===== config.mk =====
export PLATFORM = sky130hd
export DESIGN_NAME = pipeline_hazard_ctrl_flat
export DESIGN_NICKNAME = d
export VERILOG_FILES = /design/src/rtl/pipeline_hazard_ctrl_if.sv /design/src/rtl/pipeline_hazard_ctrl.sv /design/src/flat_wrapper.sv
export SDC_FILE = /design/constraint.sdc
export NUM_CORES = 1
export LEC_CHECK = 0
export ABC_AREA = 1
export BUFFER_PORTS_ARGS = -buffer_cell sky130_fd_sc_hd__buf_2
export CAP_MARGIN = 20
export CORE_MARGIN = 5
export CORE_UTILIZATION = 53
export CTS_BUF_LIST = sky130_fd_sc_hd__clkbuf_16
export DETAILED_ROUTE_END_ITERATION = 7
export PLACE_DENSITY = 0.78
export SYNTH_ARGS = -nofsm -noshare
export SYNTH_HDL_FRONTEND = slang
export SYNTH_SLANG_ARGS = --single-unit

===== constraint.sdc =====
create_clock -name clk -period 1.8 [get_ports clk]
set_clock_uncertainty 0.1 [all_clocks]
set_input_delay 0.18 -clock clk [delete_from_list [all_inputs] [get_ports clk]]
set_output_delay 0.18 -clock clk [all_outputs]
set_load 0.02 [all_outputs]

===== src/rtl/pipeline_hazard_ctrl_if.sv =====
// Hazard-controller bundle: hazard-detection inputs from the decoder/pipeline and register-enable/flush lines back.
// With HAZARD_PERF_CNT_EN defined the bundle also carries the StallCount/FlushCount performance counters.
`timescale 1ns/1ps
interface pipeline_hazard_ctrl_if;
    logic [4:0]  IFID_Rs1;
    logic [4:0]  IFID_Rs2;
    logic        IFID_UsesRs2;
    logic        IDEX_MemRead;
    logic [4:0]  IDEX_Rd;
    logic        EX_Redirect;
    logic        EXMEM_MemAccess;
    logic        DMemReady;
    logic        PCWrite;
    logic        IFIDWrite;
    logic        IFIDFlush;
    logic        IDEXWrite;
    logic        IDEXFlush;
    logic        EXMEMWrite;
    logic        PCSel;
    logic        MemFault;
`ifdef HAZARD_PERF_CNT_EN
    logic [31:0] StallCount;
    logic [31:0] FlushCount;
`endif

    modport master (
        output IFID_Rs1, IFID_Rs2, IFID_UsesRs2, IDEX_MemRead, IDEX_Rd,
               EX_Redirect, EXMEM_MemAccess, DMemReady,
        input  PCWrite, IFIDWrite, IFIDFlush, IDEXWrite, IDEXFlush,
               EXMEMWrite, PCSel, MemFault
`ifdef HAZARD_PERF_CNT_EN
        , input StallCount, FlushCount
`endif
    );

    modport slave (
        input  IFID_Rs1, IFID_Rs2, IFID_UsesRs2, IDEX_MemRead, IDEX_Rd,
               EX_Redirect, EXMEM_MemAccess, DMemReady,
        output PCWrite, IFIDWrite, IFIDFlush, IDEXWrite, IDEXFlush,
               EXMEMWrite, PCSel, MemFault
`ifdef HAZARD_PERF_CNT_EN
        , output StallCount, FlushCount
`endif
    );
endinterface


===== src/rtl/pipeline_hazard_ctrl.sv =====
// Sequencing controller for the 5-stage RV32 pipeline: load-use stalls, redirect flushes, data-memory waits.
// Optional macro HAZARD_PERF_CNT_EN adds StallCount/FlushCount performance counters.
`timescale 1ns/1ps
module pipeline_hazard_ctrl #(
    parameter int unsigned FLUSH_CYCLES = 1,
    parameter int unsigned MEM_TIMEOUT  = 255
) (
    input  logic                   clk,
    input  logic                   reset,
    pipeline_hazard_ctrl_if.slave  hz
);
    typedef enum logic [1:0] {
        S_RUN      = 2'd0,
        S_MEM_WAIT = 2'd1,
        S_FLUSH    = 2'd2
    } state_t;

    localparam logic [2:0] FLUSH_RELOAD = 3'(FLUSH_CYCLES - 1);
    localparam logic [7:0] WAIT_LIMIT   = 8'(MEM_TIMEOUT);

    state_t     state_q, state_d;
    state_t     eff_state;
    logic       init_q, init_d;
    logic       ret_flush_q, ret_flush_d;
    logic [2:0] flush_cnt_q, flush_cnt_d;
    logic [7:0] wait_cnt_q, wait_cnt_d;
    logic       mem_fault_q, mem_fault_d;

    logic pc_write, ifid_write, ifid_flush, idex_write, idex_flush, exmem_write, pc_sel;
    logic mem_wait, load_use;

    function automatic logic [7:0] sat_inc(input logic [7:0] v);
        return (v >= WAIT_LIMIT) ? v : v + 8'd1;
    endfunction

    // x0 is hard-wired zero, so a load targeting it never creates a dependency.
    function automatic logic load_use_hazard(
        input logic       mem_read,
        input logic [4:0] rd,
        input logic [4:0] rs1,
        input logic [4:0] rs2,
        input logic       uses_rs2
    );
        return mem_read && (rd != 5'd0) &&
               ((rd == rs1) || (uses_rs2 && (rd == rs2)));
    endfunction

    assign mem_wait = hz.EXMEM_MemAccess && !hz.DMemReady;
    assign load_use = load_use_hazard(hz.IDEX_MemRead, hz.IDEX_Rd,
                                      hz.IFID_Rs1, hz.IFID_Rs2, hz.IFID_UsesRs2);

    always_comb begin
        state_d     = state_q;
        init_d      = 1'b0;
        ret_flush_d = ret_flush_q;
        flush_cnt_d = flush_cnt_q;
        wait_cnt_d  = wait_cnt_q;
        mem_fault_d = mem_fault_q;
        eff_state   = state_q;
        pc_write    = 1'b0;
        ifid_write  = 1'b0;
        ifid_flush  = 1'b0;
        idex_write  = 1'b0;
        idex_flush  = 1'b0;
        exmem_write = 1'b0;
        pc_sel      = 1'b0;

        if (init_q) begin
            // First cycle out of reset: hold everything and inject NOPs into IF/ID and ID/EX.
            ifid_flush = 1'b1;
            idex_flush = 1'b1;
        end else begin
            if (state_q == S_MEM_WAIT) begin
                if (hz.DMemReady) begin
                    eff_state = ret_flush_q ? S_FLUSH : S_RUN;
                end else begin
                    wait_cnt_d = sat_inc(wait_cnt_q);
                    if (wait_cnt_d == WAIT_LIMIT) begin
                        mem_fault_d = 1'b1;
                    end
                end
            end

            // A released wait is evaluated with the rules of the state it interrupted.
            if (eff_state != S_MEM_WAIT) begin
                pc_write    = 1'b1;
                ifid_write  = 1'b1;
                idex_write  = 1'b1;
                exmem_write = 1'b1;
                state_d     = S_RUN;
                if (mem_wait) begin
                    pc_write    = 1'b0;
                    ifid_write  = 1'b0;
                    idex_write  = 1'b0;
                    exmem_write = 1'b0;
                    state_d     = S_MEM_WAIT;
                    ret_flush_d = (eff_state == S_FLUSH);
                    wait_cnt_d  = 8'd1;
                    if (WAIT_LIMIT == 8'd1) begin
                        mem_fault_d = 1'b1;
                    end
                end else if (hz.EX_Redirect) begin
                    pc_sel     = 1'b1;
                    ifid_flush = 1'b1;
                    idex_flush = 1'b1;
                    if (FLUSH_CYCLES > 1) begin
                        state_d     = S_FLUSH;
                        flush_cnt_d = FLUSH_RELOAD;
                    end
                end else if (eff_state == S_FLUSH) begin
                    ifid_flush  = 1'b1;
                    flush_cnt_d = flush_cnt_q - 3'd1;
                    state_d     = (flush_cnt_d == 3'd0) ? S_RUN : S_FLUSH;
                end else if (load_use) begin
                    // The bubble clears IDEX_MemRead next cycle, so this stalls exactly once.
                    pc_write   = 1'b0;
                    ifid_write = 1'b0;
                    idex_flush = 1'b1;
                end
            end
        end
    end

    always_ff @(posedge clk or posedge reset) begin
        if (reset) begin
            state_q     <= S_RUN;
            init_q      <= 1'b1;
            ret_flush_q <= 1'b0;
            flush_cnt_q <= 3'd0;
            wait_cnt_q  <= 8'd0;
            mem_fault_q <= 1'b0;
        end else begin
            state_q     <= state_d;
            init_q      <= init_d;
            ret_flush_q <= ret_flush_d;
            flush_cnt_q <= flush_cnt_d;
            wait_cnt_q  <= wait_cnt_d;
            mem_fault_q <= mem_fault_d;
        end
    end

    assign hz.PCWrite    = pc_write;
    assign hz.IFIDWrite  = ifid_write;
    assign hz.IFIDFlush  = ifid_flush;
    assign hz.IDEXWrite  = idex_write;
    assign hz.IDEXFlush  = idex_flush;
    assign hz.EXMEMWrite = exmem_write;
    assign hz.PCSel      = pc_sel;
    assign hz.MemFault   = mem_fault_q;

`ifdef HAZARD_PERF_CNT_EN
    logic [31:0] stall_cnt_q, stall_cnt_d;
    logic [31:0] flush_evt_q, flush_evt_d;

    always_comb begin
        stall_cnt_d = stall_cnt_q + 32'(!pc_write);
        flush_evt_d = flush_evt_q + 32'(ifid_flush);
    end

    always_ff @(posedge clk or posedge reset) begin
        if (reset) begin
            stall_cnt_q <= 32'd0;
            flush_evt_q <= 32'd0;
        end else begin
            stall_cnt_q <= stall_cnt_d;
            flush_evt_q <= flush_evt_d;
        end
    end

    assign hz.StallCount = stall_cnt_q;
    assign hz.FlushCount = flush_evt_q;
`endif
endmodule


===== src/flat_wrapper.sv =====
// flat-port wrapper written by rule: the top's interface ports become plain ports
module pipeline_hazard_ctrl_flat 
#(
    parameter int unsigned FLUSH_CYCLES = 1,
    parameter int unsigned MEM_TIMEOUT  = 255
)
  (clk, reset, hz_IFID_Rs1, hz_IFID_Rs2, hz_IFID_UsesRs2, hz_IDEX_MemRead, hz_IDEX_Rd, hz_EX_Redirect, hz_EXMEM_MemAccess, hz_DMemReady, hz_PCWrite, hz_IFIDWrite, hz_IFIDFlush, hz_IDEXWrite, hz_IDEXFlush, hz_EXMEMWrite, hz_PCSel, hz_MemFault);
  pipeline_hazard_ctrl_if hz_i ();
  input  logic clk;
  input  logic reset;
  input wire logic [$bits(hz_i.IFID_Rs1)-1:0] hz_IFID_Rs1;
  input wire logic [$bits(hz_i.IFID_Rs2)-1:0] hz_IFID_Rs2;
  input wire logic [$bits(hz_i.IFID_UsesRs2)-1:0] hz_IFID_UsesRs2;
  input wire logic [$bits(hz_i.IDEX_MemRead)-1:0] hz_IDEX_MemRead;
  input wire logic [$bits(hz_i.IDEX_Rd)-1:0] hz_IDEX_Rd;
  input wire logic [$bits(hz_i.EX_Redirect)-1:0] hz_EX_Redirect;
  input wire logic [$bits(hz_i.EXMEM_MemAccess)-1:0] hz_EXMEM_MemAccess;
  input wire logic [$bits(hz_i.DMemReady)-1:0] hz_DMemReady;
  output wire logic [$bits(hz_i.PCWrite)-1:0] hz_PCWrite;
  output wire logic [$bits(hz_i.IFIDWrite)-1:0] hz_IFIDWrite;
  output wire logic [$bits(hz_i.IFIDFlush)-1:0] hz_IFIDFlush;
  output wire logic [$bits(hz_i.IDEXWrite)-1:0] hz_IDEXWrite;
  output wire logic [$bits(hz_i.IDEXFlush)-1:0] hz_IDEXFlush;
  output wire logic [$bits(hz_i.EXMEMWrite)-1:0] hz_EXMEMWrite;
  output wire logic [$bits(hz_i.PCSel)-1:0] hz_PCSel;
  output wire logic [$bits(hz_i.MemFault)-1:0] hz_MemFault;
  assign hz_i.IFID_Rs1 = hz_IFID_Rs1;
  assign hz_i.IFID_Rs2 = hz_IFID_Rs2;
  assign hz_i.IFID_UsesRs2 = hz_IFID_UsesRs2;
  assign hz_i.IDEX_MemRead = hz_IDEX_MemRead;
  assign hz_i.IDEX_Rd = hz_IDEX_Rd;
  assign hz_i.EX_Redirect = hz_EX_Redirect;
  assign hz_i.EXMEM_MemAccess = hz_EXMEM_MemAccess;
  assign hz_i.DMemReady = hz_DMemReady;
  assign hz_PCWrite = hz_i.PCWrite;
  assign hz_IFIDWrite = hz_i.IFIDWrite;
  assign hz_IFIDFlush = hz_i.IFIDFlush;
  assign hz_IDEXWrite = hz_i.IDEXWrite;
  assign hz_IDEXFlush = hz_i.IDEXFlush;
  assign hz_EXMEMWrite = hz_i.EXMEMWrite;
  assign hz_PCSel = hz_i.PCSel;
  assign hz_MemFault = hz_i.MemFault;
  pipeline_hazard_ctrl #(.FLUSH_CYCLES(FLUSH_CYCLES), .MEM_TIMEOUT(MEM_TIMEOUT)) u_core (.clk(clk), .reset(reset), .hz(hz_i));
endmodule

==> impl_metrics.py <==
metrics = {
    "outcome": {
        "outcome": "complete, no violations",
    },
    "grt": {
        "grt-ovfl-total": 0,
        "grt_pass1_vias": 1153,
        "grtUsageTotal": 0.1865,
        "antenna_found_initial": 0,
        "grt_start_max_net_pins": 17,
        "grt_pass1_wl_um": 4864,
    },
    "setup_path": {
        "critPathCaptureType": "output port",
        "slowest_delay_ns": 0.42,
        "crit_fanout": 7,
        "crit_arrival_ns": 1.45,
        "worstPathRequired_ns": 1.52,
        "worst_path_max_delay_cell": "dfrtp_1",
        "cp.depth": 7,
        "crit_chain": "nor2_4 > nand2_4 > nand2_2 > nand2_2 > inv_2 > a21oi_1 > buf_2",
        "r2r_cells": 10,
        "cp_num_buf_inv": 2,
        "startpoint_type": "register",
        "crit_top_cell": "nand2_2",
        "critPathTopFamily": "simple AND/OR/NAND/NOR gates",
        "critPathKind": "register to output port",
    },
    "yosys": {
        "synth_ff_type": "dfrtp_1",
        "syn_area_um2": 1250,
        "synth_cells": 187,
        "synth_top_area_cell": "dfrtp_1",
        "syn-num-nets": 212,
        "synth_edf_count": 0,
        "yosysTopAreaCellShare": 0.3003,
        "synth_seq_area_share": 0.3213,
        "ys_warn_count": 0,
        "ys_seq_elements": 16,
        "async_flop_share": 1.000,
        "avgSynthCellArea_um2": 6.684,
        "synth_top_cells_by_area": "dfrtp_1, nand2_1, inv_1",
        "synth_cell_types": 27,
    },
    "power": {
        "power_density_nw_per_um2": 916.1,
        "irDropWorstVdd_v": 0.0008117,
        "leakage_nw": 0.8955,
    },
    "clock_network": {
        "cts.sink_count": 16,
        "worstSkewPairLatency_ns": 0.25,
        "h-tree-depth": 1,
        "cts_buffers": 3,
        "path_clk_slew_ns": 0.05,
        "cts_root_buffer": "clkbuf_16",
        "max-clock-path-buffers": 2,
        "tritoncts": "yes",
    },
    "route": {
        "viasPerCell": 4.880,
        "vias": 1215,
        "wirelength_um": 2858,
        "first_pass_iters": 4,
        "drt_iter0_drc": 33,
        "post-route-drc-count": 0,
        "detail-route-antenna-nets": 0,
        "avgRoutedWirePerCell_um": 11.48,
    },
    "sta": {
        "setup_tns_ns": 0,
        "relSlewSlack": 0.6105,
        "finalSetupViolCount": 0,
        "fin_crit_sh": 0.9609,
        "slew_viol_final": 0,
        "hold_viol": 0,
        "clock.fmax_ghz": 0.5782,
        "hold_slack_ns": 0.1620,
        "worstMarginPinSlew_ns": 0.5836,
        "rsz0062_at_grt": "no",
        "min_period_ns": 1.730,
    },
    "worst_hold_path": {
        "hp-class": "input port to register",
        "min_path_cells": 3,
    },
    "job": {
        "maxCapViolations": 0,
    },
    "die": {
        "dieWidth_um": 58.57,
        "rows": 17,
        "core-area_um2": 2233,
        "die_y_um": 58.57,
        "io_pins": 30,
        "initial_core_util": 0.5597,
        "die_area_um2": 3430,
    },
    "layout": {
        "fillCellCount": 199,
        "area_growth_pct": 22.62,
        "drive_above_1_share": 0.2308,
        "diodes": 0,
        "nets": 247,
        "final_common_cell": "nand2_1",
        "most-common-layout-cells": "nand2_1, inv_1, buf_2",
    },
    "placement": {
        "portBuffers": 29,
        "post-dp-hpwl_um": 2229,
        "place_congestion": 0.9449,
    },
}
tightest hold or removal path, cell delays in order:
cell and delay [ns]:
buf_2 0.11, nand3_1 0.08, o21ai_0 0.09
metrics by stage:
stage | util | power [mW] | cell area, µm² | cells | worst slack, ns
5_1_grt | 0.6863 | 1.503 | 1533 | 249 | 0.002567
6_report | 0.6863 | 1.404 | 1533 | 249 | 0.07042
2_1_floorplan | - | 0.8308 | 1250 | 187 | 0.2098
3_5_place_dp | 0.6319 | 0.9547 | 1411 | 242 | 0.2470
3_3_place_gp | 0.6319 | 0.9233 | 1411 | 242 | 0.2825
4_1_cts | 0.6740 | 1.396 | 1505 | 247 | 0.007043
cells in the mapped netlist, types with 3 or more instances:
master,instances
nand2_1,66
inv_1,30
nand3_1,16
dfrtp_1,15
nor2_1,14
o21ai_0,10
ha_1,3
o21ai_1,3
xnor2_1,3
layer usage:
metal / vias up / GRT usage / share of wire
met4: 0 / 0.09603 / 0.018
met3: 4 / 0.03728 / 0.032
li1: 639 / - / -
met1: 551 / 0.2044 / 0.42
met5: - / 0 / 0
met2: 21 / 0.3365 / 0.53
final cells by class:
cell class                 count  area, µm²  share of cell area
clock buffer                   3      75.07             0.04898
sequential                    16      401.6              0.2620
multi-input combinational    137      718.2              0.4686
inverter                      31      116.4             0.07592
clock inverter                 1      3.754            0.002449
timing repair buffer          33      182.7              0.1192
tap                           28      35.03             0.02286
flip-flops by register name, summed over array words and instances, names as in the netlist:
register and count:
u_core.ret_flush_q 1, u_core.flush_cnt_q 3, u_core.init_q 1, u_core.wait_cnt_q 8
u_core.state_q 2, u_core.hz.MemFault 1
report_power, final:
| part | total [mW] | internal [mW] | switching (mW) |
|---|---|---|---|
| Sequential | 0.513 | 0.435 | 0.0787 |
| Clock | 0.428 | 0.294 | 0.134 |
| Combinational | 0.463 | 0.194 | 0.269 |
kinds of logic (layout without fill, tap and decap cells):
logic type,after synthesis,count (layout),synth area share
flops,16,16,0.3213
simple gates,109,109,0.4104
fa+ha+maj,3,3,0.03003
other cells,1,1,0.003000
buf+inv,34,68,0.1141
compound gates,19,19,0.08609
xor+xnor,5,5,0.03504
path summary, 6_finish.rpt:
check / to / slack (ns) / startpoint
max: hz_IDEXFlush / 0.07 / u_core.state_q[1]$_DFFE_PP0P_
min: u_core.ret_flush_q$_DFFE_PP0P_ / 0.16 / hz_EXMEM_MemAccess
max reg2reg: u_core.hz.MemFault$_DFFE_PP0P_ / 0.25 / u_core.wait_cnt_q[0]$_DFFE_PP0N_
min reg2reg: u_core.hz.MemFault$_DFFE_PP0P_ / 0.36 / u_core.hz.MemFault$_DFFE_PP0P_
max in group asynchronous: u_core.wait_cnt_q[3]$_DFFE_PP0N_ / 0.77 / reset
min in group asynchronous: u_core.wait_cnt_q[1]$_DFFE_PP0N_ / 0.45 / reset
repair_timing:
action,in CTS,in global routing
pin swaps,0,2
endpoints found under the hold margin,15,0
hold buffers,1,0
buffers inserted,0,2
gates resized for setup,1,5
setup endpoints to repair,1,4
Power figures use the tool's default switching activity.
